<file path="config.mk">
export PLATFORM = sky130hd
export DESIGN_NAME = mem_stage
export DESIGN_NICKNAME = d
export VERILOG_FILES = /design/src/rtl/mem_stage.sv
export SDC_FILE = /design/constraint.sdc
export NUM_CORES = 1
export LEC_CHECK = 0
export CORE_MARGIN = 8
export CORE_UTILIZATION = 41
export CTS_BUF_LIST = sky130_fd_sc_hd__clkbuf_4 sky130_fd_sc_hd__clkbuf_8 sky130_fd_sc_hd__clkbuf_16
export DETAILED_ROUTE_END_ITERATION = 8
export PLACE_DENSITY = 0.77
export SLEW_MARGIN = 20
export SYNTH_ARGS = -nofsm -noshare
export SYNTH_HDL_FRONTEND = slang
export SYNTH_SLANG_ARGS = --single-unit
export TNS_END_PERCENT = 20
</file>
<file path="constraint.sdc">
create_clock -name clk -period 6.7 [get_ports clk]
set_clock_uncertainty 0.05 [all_clocks]
set_input_delay 1.005 -clock clk [delete_from_list [all_inputs] [get_ports clk]]
set_output_delay 1.005 -clock clk [all_outputs]
set_load 0.01 [all_outputs]
</file>
<file path="src/rtl/mem_stage.sv">
// ============================================================================
// mem_stage : RV32I memory-access stage. Issues loads/stores over a req/ack
//             port, stalls upstream while pending, registers MEM/WB values.
// Revision  : 1.0
// ============================================================================
`default_nettype none

module mem_stage (
  input  logic        clk,
  input  logic        rst,
  input  logic [31:0] instr_mem,
  input  logic        valid_mem,
  input  logic [31:0] alu_result_in,
  input  logic [31:0] rs2_data,
  output logic        mem_stall,
  output logic        dmem_req,
  output logic        dmem_we,
  output logic [31:0] dmem_addr,
  output logic [31:0] dmem_wdata,
  output logic [3:0]  dmem_wstrb,
  input  logic [31:0] dmem_rdata,
  input  logic        dmem_ack,
  output logic [31:0] instr_wb,
  output logic [31:0] alu_result,
  output logic [31:0] mem_data_out,
  output logic        misaligned
);

  localparam logic [31:0] NOP      = 32'h0000_0013;
  localparam logic [6:0]  OP_LOAD  = 7'b0000011;
  localparam logic [6:0]  OP_STORE = 7'b0100011;
  localparam logic [0:0]  IDLE     = 1'b0;
  localparam logic [0:0]  ACCESS   = 1'b1;

  logic [0:0]  state, state_next;
  logic [6:0]  opcode;
  logic [2:0]  funct3;
  logic [1:0]  addr_lo;
  logic        is_load, is_store, mem_opcode, mem_op, addr_bad;
  logic        start, drop;
  logic [31:0] st_wdata;
  logic [3:0]  st_wstrb;
  logic [31:0] req_instr, req_alu;
  logic [1:0]  req_lo;
  logic        req_load;

  assign opcode     = instr_mem[6:0];
  assign funct3     = instr_mem[14:12];
  assign addr_lo    = alu_result_in[1:0];
  assign mem_opcode = (opcode == OP_LOAD) || (opcode == OP_STORE);

  always_comb begin
    is_load  = 1'b0;
    is_store = 1'b0;
    if (opcode == OP_LOAD) begin
      case (funct3)
        3'b000, 3'b001, 3'b010, 3'b100, 3'b101: is_load = 1'b1;
        default: is_load = 1'b0;
      endcase
    end
    if (opcode == OP_STORE) begin
      case (funct3)
        3'b000, 3'b001, 3'b010: is_store = 1'b1;
        default: is_store = 1'b0;
      endcase
    end
  end

  assign addr_bad = ((funct3[1:0] == 2'b01) && addr_lo[0]) ||
                    ((funct3[1:0] == 2'b10) && (addr_lo != 2'b00));
  assign mem_op   = valid_mem && (is_load || is_store);
  assign start    = (state == IDLE) && mem_op && !addr_bad;
  assign drop     = (state == IDLE) && mem_op && addr_bad;

  // Store data is replicated across lanes; strobes select the addressed bytes.
  always_comb begin
    st_wdata = 32'h0;
    st_wstrb = 4'h0;
    if (is_store) begin
      case (funct3[1:0])
        2'b00: begin
          st_wdata = {4{rs2_data[7:0]}};
          st_wstrb = 4'b0001 << addr_lo;
        end
        2'b01: begin
          st_wdata = {2{rs2_data[15:0]}};
          st_wstrb = 4'b0011 << addr_lo;
        end
        default: begin
          st_wdata = rs2_data;
          st_wstrb = 4'b1111;
        end
      endcase
    end
  end

  always_ff @(posedge clk or posedge rst) begin
    if (rst) state <= IDLE;
    else     state <= state_next;
  end

  always_comb begin
    state_next = state;
    case (state)
      IDLE:    if (start)    state_next = ACCESS;
      ACCESS:  if (dmem_ack) state_next = IDLE;
      default: state_next = IDLE;
    endcase
  end

  always_comb begin
    mem_stall = 1'b0;
    case (state)
      IDLE:    mem_stall = start;
      ACCESS:  mem_stall = !dmem_ack;
      default: mem_stall = 1'b0;
    endcase
  end

  always_ff @(posedge clk or posedge rst) begin
    if (rst) begin
      dmem_req     <= 1'b0;
      dmem_we      <= 1'b0;
      dmem_addr    <= 32'h0;
      dmem_wdata   <= 32'h0;
      dmem_wstrb   <= 4'h0;
      req_instr    <= NOP;
      req_alu      <= 32'h0;
      req_lo       <= 2'b00;
      req_load     <= 1'b0;
      instr_wb     <= NOP;
      alu_result   <= 32'h0;
      mem_data_out <= 32'h0;
      misaligned   <= 1'b0;
    end else begin
      misaligned <= drop;
      if (state == IDLE) begin
        if (start) begin
          dmem_req     <= 1'b1;
          dmem_we      <= is_store;
          dmem_addr    <= {alu_result_in[31:2], 2'b00};
          dmem_wdata   <= st_wdata;
          dmem_wstrb   <= st_wstrb;
          req_instr    <= instr_mem;
          req_alu      <= alu_result_in;
          req_lo       <= addr_lo;
          req_load     <= is_load;
          instr_wb     <= NOP;
          alu_result   <= 32'h0;
          mem_data_out <= 32'h0;
        end else if (valid_mem && !mem_opcode) begin
          instr_wb     <= instr_mem;
          alu_result   <= alu_result_in;
          mem_data_out <= 32'h0;
        end else begin
          // bubbles, unknown mem funct3 and dropped misaligned ops
          instr_wb     <= NOP;
          alu_result   <= 32'h0;
          mem_data_out <= 32'h0;
        end
      end else if (dmem_ack) begin
        dmem_req     <= 1'b0;
        instr_wb     <= req_instr;
        alu_result   <= req_alu;
        mem_data_out <= req_load ? (dmem_rdata >> {req_lo, 3'b000}) : 32'h0;
      end else begin
        instr_wb     <= NOP;
        alu_result   <= 32'h0;
        mem_data_out <= 32'h0;
      end
    end
  end

endmodule

`default_nettype wire

</file>
==> results of run 1 <==
## worst max path at each step
stage,startpoint,to,slack (ns)
2_1_floorplan,rst,alu_result[0]$_DFF_PP0_,0.17
3_3_place_gp,instr_mem[13],mem_stall,1.85
3_5_place_dp,instr_mem[13],mem_stall,1.78
4_1_cts,instr_mem[13],mem_stall,1.78
5_1_grt,instr_mem[13],mem_stall,1.57
6_report,instr_mem[13],mem_stall,1.79
## placed cells by master (no fill, tap or decap), types with 5 or more instances in the layout
cell | Yosys | layout
a22o_1 | 76 | 76
o21ai_0 | 10 | 10
clkdlybuf4s50_1 | 0 | 297
mux2_2 | 6 | 6
clkbuf_16 | 0 | 23
nor2b_1 | 11 | 11
mux2i_1 | 40 | 40
a211oi_1 | 16 | 16
a21oi_1 | 13 | 13
o2bb2ai_1 | 20 | 20
and2_1 | 15 | 13
dfrtp_1 | 195 | 195
dfstp_2 | 6 | 6
clkbuf_8 | 0 | 5
buf_4 | 34 | 7
mux2_4 | 43 | 43
nand2_1 | 13 | 13
nor2_1 | 38 | 38
mux2_1 | 10 | 10
## layout make-up
type	instances	area, um^2	area share [%]
clock buffers	31	667	5.51
clock inverters	9	148	1.22
inverters	3	18.8	0.155
multi-input cells	331	2840	23.5
flip-flops and latches	201	5040	41.6
well taps	270	338	2.79
repair buffers	305	3050	25.2
## kinds of logic (layout without fill, tap and decap cells)
| group | after synthesis | in the layout | synth area share, % |
|---|---|---|---|
| other | 1 | 2 | 0.0449 |
| flip-flops | 201 | 201 | 60.3 |
| AND/OR/NAND/NOR | 91 | 91 | 5.63 |
| AO/OA/AOI/OAI | 139 | 139 | 13.3 |
| buffers and inverters | 80 | 348 | 6.02 |
| multiplexers | 99 | 99 | 14.7 |
## worst max-delay path, delay by kind of cell
kind | cells | cell delay, ns
buffers and inverters | 2 | 1.26
AND/OR/NAND/NOR | 1 | 0.69
AO/OA/AOI/OAI | 2 | 0.88
## sequential cells by signal, summed over array words and instances (netlist names)
| signal | cells |
|---|---|
| req_instr | 32 |
| state | 1 |
| misaligned | 1 |
| dmem_wdata | 32 |
| req_load | 1 |
| dmem_wstrb | 4 |
| instr_wb | 32 |
| req_alu | 32 |
| alu_result | 32 |
| dmem_req | 1 |
| mem_data_out | 32 |
| dmem_we | 1 |
## metal layers
metal  track usage [%]  routed length, um  up-vias  share of wire [%]
li1                  -                  -     2668                  -
met1              22.4               9710     2866                 41
met2              30.4              11500      224                 49
met3              6.23               1950       29                8.3
met4              4.55                386        0                1.6
met5                 0                  0        -                  0
## power groups by stage
stage	Sequential (mW)	Combinational, mW	Clock (mW)
after global placement	1.32	0.346	0
after CTS	1.30	0.353	1.35
final	1.30	0.349	1.33
after detailed placement	1.32	0.352	0
after global routing	1.31	0.378	1.40
after floorplan	1.33	0.152	0
## Yosys cell counts, types with 13 or more instances
master,number,area share (%)
and2_1,15,1.1
nor2_1,38,1.7
a21oi_1,13,0.78
clkbuf_1,22,0.99
o2bb2ai_1,20,2.1
a22o_1,76,8.0
buf_4,34,3.1
a211oi_1,16,1.4
dfrtp_1,195,58
mux2i_1,40,4.8
nand2_1,13,0.58
mux2_4,43,7.7
## per-stage QoR
step / utilization, % / cell area, um^2 / power, mW / hold slack [ns] / std cells
5_1_grt: 60.2 / 12100 / 3.09 / 0.443 / 1150
6_report: 60.2 / 12100 / 2.98 / 0.436 / 1150
2_1_floorplan: - / 8360 / 1.48 / 0.404 / 612
3_3_place_gp: 56.0 / 11300 / 1.67 / 0.409 / 1109
4_1_cts: 60.1 / 12100 / 3.01 / 0.429 / 1149
3_5_place_dp: 56.0 / 11300 / 1.67 / 0.420 / 1109
==> metrics.yaml, run 1 <==
status:
  status: "completed"
grt:
  grt_pass1_wl_um: 37200
  grt_max_degree: 146
  first_global_vias: 6286
  antenna_found_initial: 0
  grt-ovfl-total: 0
  grt_use_total_pct: 18.2
detailed_routing:
  ant_nets: 0
  num_vias: 5787
  drc: 0
  first_iter_violations: 313
  wl_um: 23500
  dr.pass1.iters: 4
  post_drt_wl_per_cell_um: 20.5
  via_per_inst: 5.03
logic_synthesis:
  synth_ff_type: "dfrtp_1"
  synth_cell_types: 38
  seq_area_frac_synth_pct: 60.3
  synth-async-reset-ratio_pct: 100
  synth_cells: 611
  synth_edf_count: 0
  synth_warnings: 0
  syn_area_per_cell_um2: 13.7
  synth-seq-cells: 201
  netlist_area_um2: 8350
worst_setup_path:
  reg2regPathDepth: 5
  ff2ff_setup_slack_ns: 3.74
  r2r-end: "req_alu[5]$_DFFE_PP0P_"
  slowest_delay_ns: 0.69
  critical-path-slowest-cell: "nand4bb_4"
  critPathKind: "input pin to output port"
  crit_arrival_ns: 3.85
  critPathLaunchType: "input pin"
  required_ns: 5.64
  critical_path.reg2reg.startpoint: "state$_DFF_PP0_"
  worstPathCellList: "clkdlybuf4s50_1 -> o21ai_0 -> nand4bb_4 -> o21ai_0 -> clkdlybuf4s50_1"
  path_max_fanout: 45
  end_kind: "output port"
clock_tree:
  postCtsHoldBufs: 0
  clockRootBuffer: "clkbuf_16"
  clkLatencyLatePin_ns: 0.49
  cts_buffers: 22
  cts_max_path_buffers: 3
  cts.sinks: 201
  htree_levels: 1
  clk_pin_slew_ns: 0.06
  cts_setup_buffers: 0
  cts_resized: 0
  cts_tree: "done"
sta:
  period_minus_slack_ns: 4.91
  slew_headroom_pct: 32.7
  slew_viol_final: 0
  worstMarginPinSlew_ns: 1.01
  timing.final.ws_setup_ns: 1.79
  setup_viol_count_final: 0
  finalHoldViolCount: 0
  rsz0062_at_grt: "no"
  clock.fmax_ghz: 0.204
  finalSetupTns_ns: 0
  finalCritPeriodShare_pct: 73.3
power_and_ir_drop:
  power.clock.fraction_pct: 44.5
  p_per_area_nw_per_um2: 246
  power_frac_seq_pct: 43.7
  leakage_nw: 5.59
  p_sw_mw: 0.653
  internal-power_mw: 2.32
  p_sw_share_pct: 21.9
  peakVddDrop_v: 0.000172
  pwr-share-comb_pct: 11.7
place:
  pre_cts_ws_ns: 1.78
  gp_congestion: 0.772
  numPortBuffers: 297
  dp_hpwl_um: 16600
final_layout:
  antenna_cells: 0
  area_growth_pct: 44.9
  n_fill_cell: 1550
  fin_nets: 996
  drive_above_1_share_pct: 12.7
floorplan:
  die_h_um: 159
  ios: 300
  design.die.area_um2: 25200
  die_w_um: 159
  rows: 52
  start_util_pct: 41.6
  core_um2: 20100
worst_hold_path:
  min_to: "dmem_we$_DFFE_PP0P_"
  worstHoldStart: "dmem_we$_DFFE_PP0P_"
  worstHoldPathCells: 1
  hp-class: "register to register"
job:
  maxCapViolations: 0
Power figures use the tool's default switching activity.
==> run 2, diff against run 1 <==
--- a/config.mk
+++ b/config.mk
@@ -6,10 +6,10 @@
 export NUM_CORES = 1
 export LEC_CHECK = 0
 export CORE_MARGIN = 8
-export CORE_UTILIZATION = 41
+export CORE_UTILIZATION = 45
 export CTS_BUF_LIST = sky130_fd_sc_hd__clkbuf_4 sky130_fd_sc_hd__clkbuf_8 sky130_fd_sc_hd__clkbuf_16
 export DETAILED_ROUTE_END_ITERATION = 8
-export PLACE_DENSITY = 0.77
+export PLACE_DENSITY = 0.8
 export SLEW_MARGIN = 20
 export SYNTH_ARGS = -nofsm -noshare
 export SYNTH_HDL_FRONTEND = slang
==> constraint.sdc (replaced) <==
create_clock -name clk -period 4.8 [get_ports clk]
set_clock_uncertainty 0.05 [all_clocks]
set_input_delay 0.72 -clock clk [delete_from_list [all_inputs] [get_ports clk]]
set_output_delay 0.72 -clock clk [all_outputs]
set_load 0.01 [all_outputs]
==> run 2 against run 1 <==
Net effect: global-route usage is 1.5 points higher; non-clock buffer count up 1; sequential power is 39% higher; highest routed layer unchanged; via count up 2.7%; hold slack got worse by 0.0068 ns; final cell count shrank 3.1%; wire length fell by 0.47%.
==> metrics.yaml, run 2 (same netlist as run 1, synthesis figures left out) <==
detailed_routing:
  post_drt_wl_per_cell_um: 21.0
  drc: 0
  via_per_inst: 5.34
  dr.pass1.iters: 5
  wl_um: 23400
  num_vias: 5945
  first_iter_violations: 317
  ant_nets: 0
clock_tree:
  postCtsHoldBufs: 0
  clkLatencyLatePin_ns: 0.49
  cts_buffers: 21
  htree_levels: 1
  cts_resized: 0
  cts_tree: "done"
  cts.sinks: 201
  cts_max_path_buffers: 3
  clk_pin_slew_ns: 0.06
  clockRootBuffer: "clkbuf_16"
  cts_setup_buffers: 0
power_and_ir_drop:
  peakVddDrop_v: 0.000201
  pwr-share-comb_pct: 12.2
  p_sw_share_pct: 22.9
  p_sw_mw: 0.924
  power.clock.fraction_pct: 42.9
  internal-power_mw: 3.11
  p_per_area_nw_per_um2: 337
  power_frac_seq_pct: 44.9
  total_power_mw: 4.04
  leakage_nw: 5.54
worst_setup_path:
  critPathKind: "input pin to output port"
  required_ns: 4.03
  end_kind: "output port"
  crit_arrival_ns: 2.80
  critPathLaunchType: "input pin"
  path_max_fanout: 5
sta:
  rsz0062_at_grt: "no"
  finalSetupTns_ns: 0
  finalHoldViolCount: 0
  clock.fmax_ghz: 0.280
  slew_viol_final: 0
  worstMarginPinSlew_ns: 0.974
  period_minus_slack_ns: 3.57
  setup_viol_count_final: 0
  finalCritPeriodShare_pct: 74.5
  slew_headroom_pct: 34.8
  timing.final.ws_setup_ns: 1.23
worst_hold_path:
  hp-class: "register to register"
floorplan:
  design.die.area_um2: 23200
  rows: 50
  start_util_pct: 45.3
  die_w_um: 152
  ios: 300
  core_um2: 18500
  die_h_um: 152
place:
  gp_congestion: 0.830
  dp_hpwl_um: 16600
  dp.cells: 1075
  pre_cts_ws_ns: 1.09
  numPortBuffers: 297
final_layout:
  final_util_pct: 64.9
  final_common_cell: "clkdlybuf4s50_1"
  instances_no_fill: 1114
  drive_above_1_share_pct: 12.6
  layout_common_cells: "297 x clkdlybuf4s50_1, 195 x dfrtp_1, 76 x a22o_1, 43 x mux2_4, 40 x mux2i_1"
  fin_nets: 996
  area_growth_pct: 43.4
grt:
  grt_use_total_pct: 19.8
  grt_max_degree: 119
  first_global_vias: 6469
  antenna_found_initial: 1
  grt-ovfl-total: 0
  grt_pass1_wl_um: 37000
job:
  maxCapViolations: 0
status:
  status: "completed"
-- run 2: layout make-up --
| class | instances | area (um^2) |
|---|---|---|
| Fill cell | 1373 | 6470 |
| Sequential cell | 201 | 5040 |
| Timing Repair Buffer | 306 | 3050 |
| Multi-Input combinational cell | 331 | 2840 |
| Clock inverter | 15 | 188 |
| Tap cell | 234 | 293 |
| Inverter | 3 | 15.0 |
| Antenna cell | 1 | 2.50 |
| Clock buffer | 23 | 553 |
-- run 2: routing by layer --
layer | vias up | GRT usage [%] | part of all wire [%] | wire, um
met4 | 0 | 6.47 | 3.0 | 696
met5 | - | 0 | 0 | 0
met1 | 2968 | 23.4 | 40 | 9340
li1 | 2675 | - | - | -
met2 | 253 | 33.7 | 49 | 11600
met3 | 49 | 6.04 | 7.8 | 1840
-- run 2: critical path: stages --
cell	delay (ns)
clkdlybuf4s50_1	0.53
nor2b_1	0.37
and2_1	0.27
nand4bb_4	0.12
o21ai_0	0.15
clkdlybuf4s50_1	0.64
-- run 2: stage by stage --
stage                     instance area [um^2]  hold WS [ns]
after floorplan                           8360         0.404
after global placement                   11200         0.414
after detailed placement                 11200         0.417
after CTS                                12000         0.434
after global routing                     12000         0.455
final                                    12000         0.430
-- run 2: power by group through the flow --
| stage | clock network [mW] | logic [mW] | registers (mW) |
|---|---|---|---|
| 6_report | 1.73 | 0.491 | 1.81 |
| 5_1_grt | 1.84 | 0.528 | 1.82 |
| 4_1_cts | 1.77 | 0.498 | 1.81 |
| 3_5_place_dp | 0 | 0.496 | 1.84 |
| 3_3_place_gp | 0 | 0.484 | 1.84 |
| 2_1_floorplan | 0 | 0.213 | 1.85 |
-- run 2: worst paths after layout --
kind	start	end	slack (ns)	cells past startpoint
setup / recovery	valid_mem	mem_stall	1.23	6
hold / removal	dmem_req$_DFFE_PP0P_	dmem_req$_DFFE_PP0P_	0.43	2
setup reg to reg	state$_DFF_PP0_	req_alu[13]$_DFFE_PP0P_	2.09	6
hold reg to reg	dmem_req$_DFFE_PP0P_	dmem_req$_DFFE_PP0P_	0.43	2
max in group asynchronous	rst	alu_result[21]$_DFF_PP0_	2.98	3
min in group asynchronous	rst	mem_data_out[27]$_DFF_PP0_	0.64	2
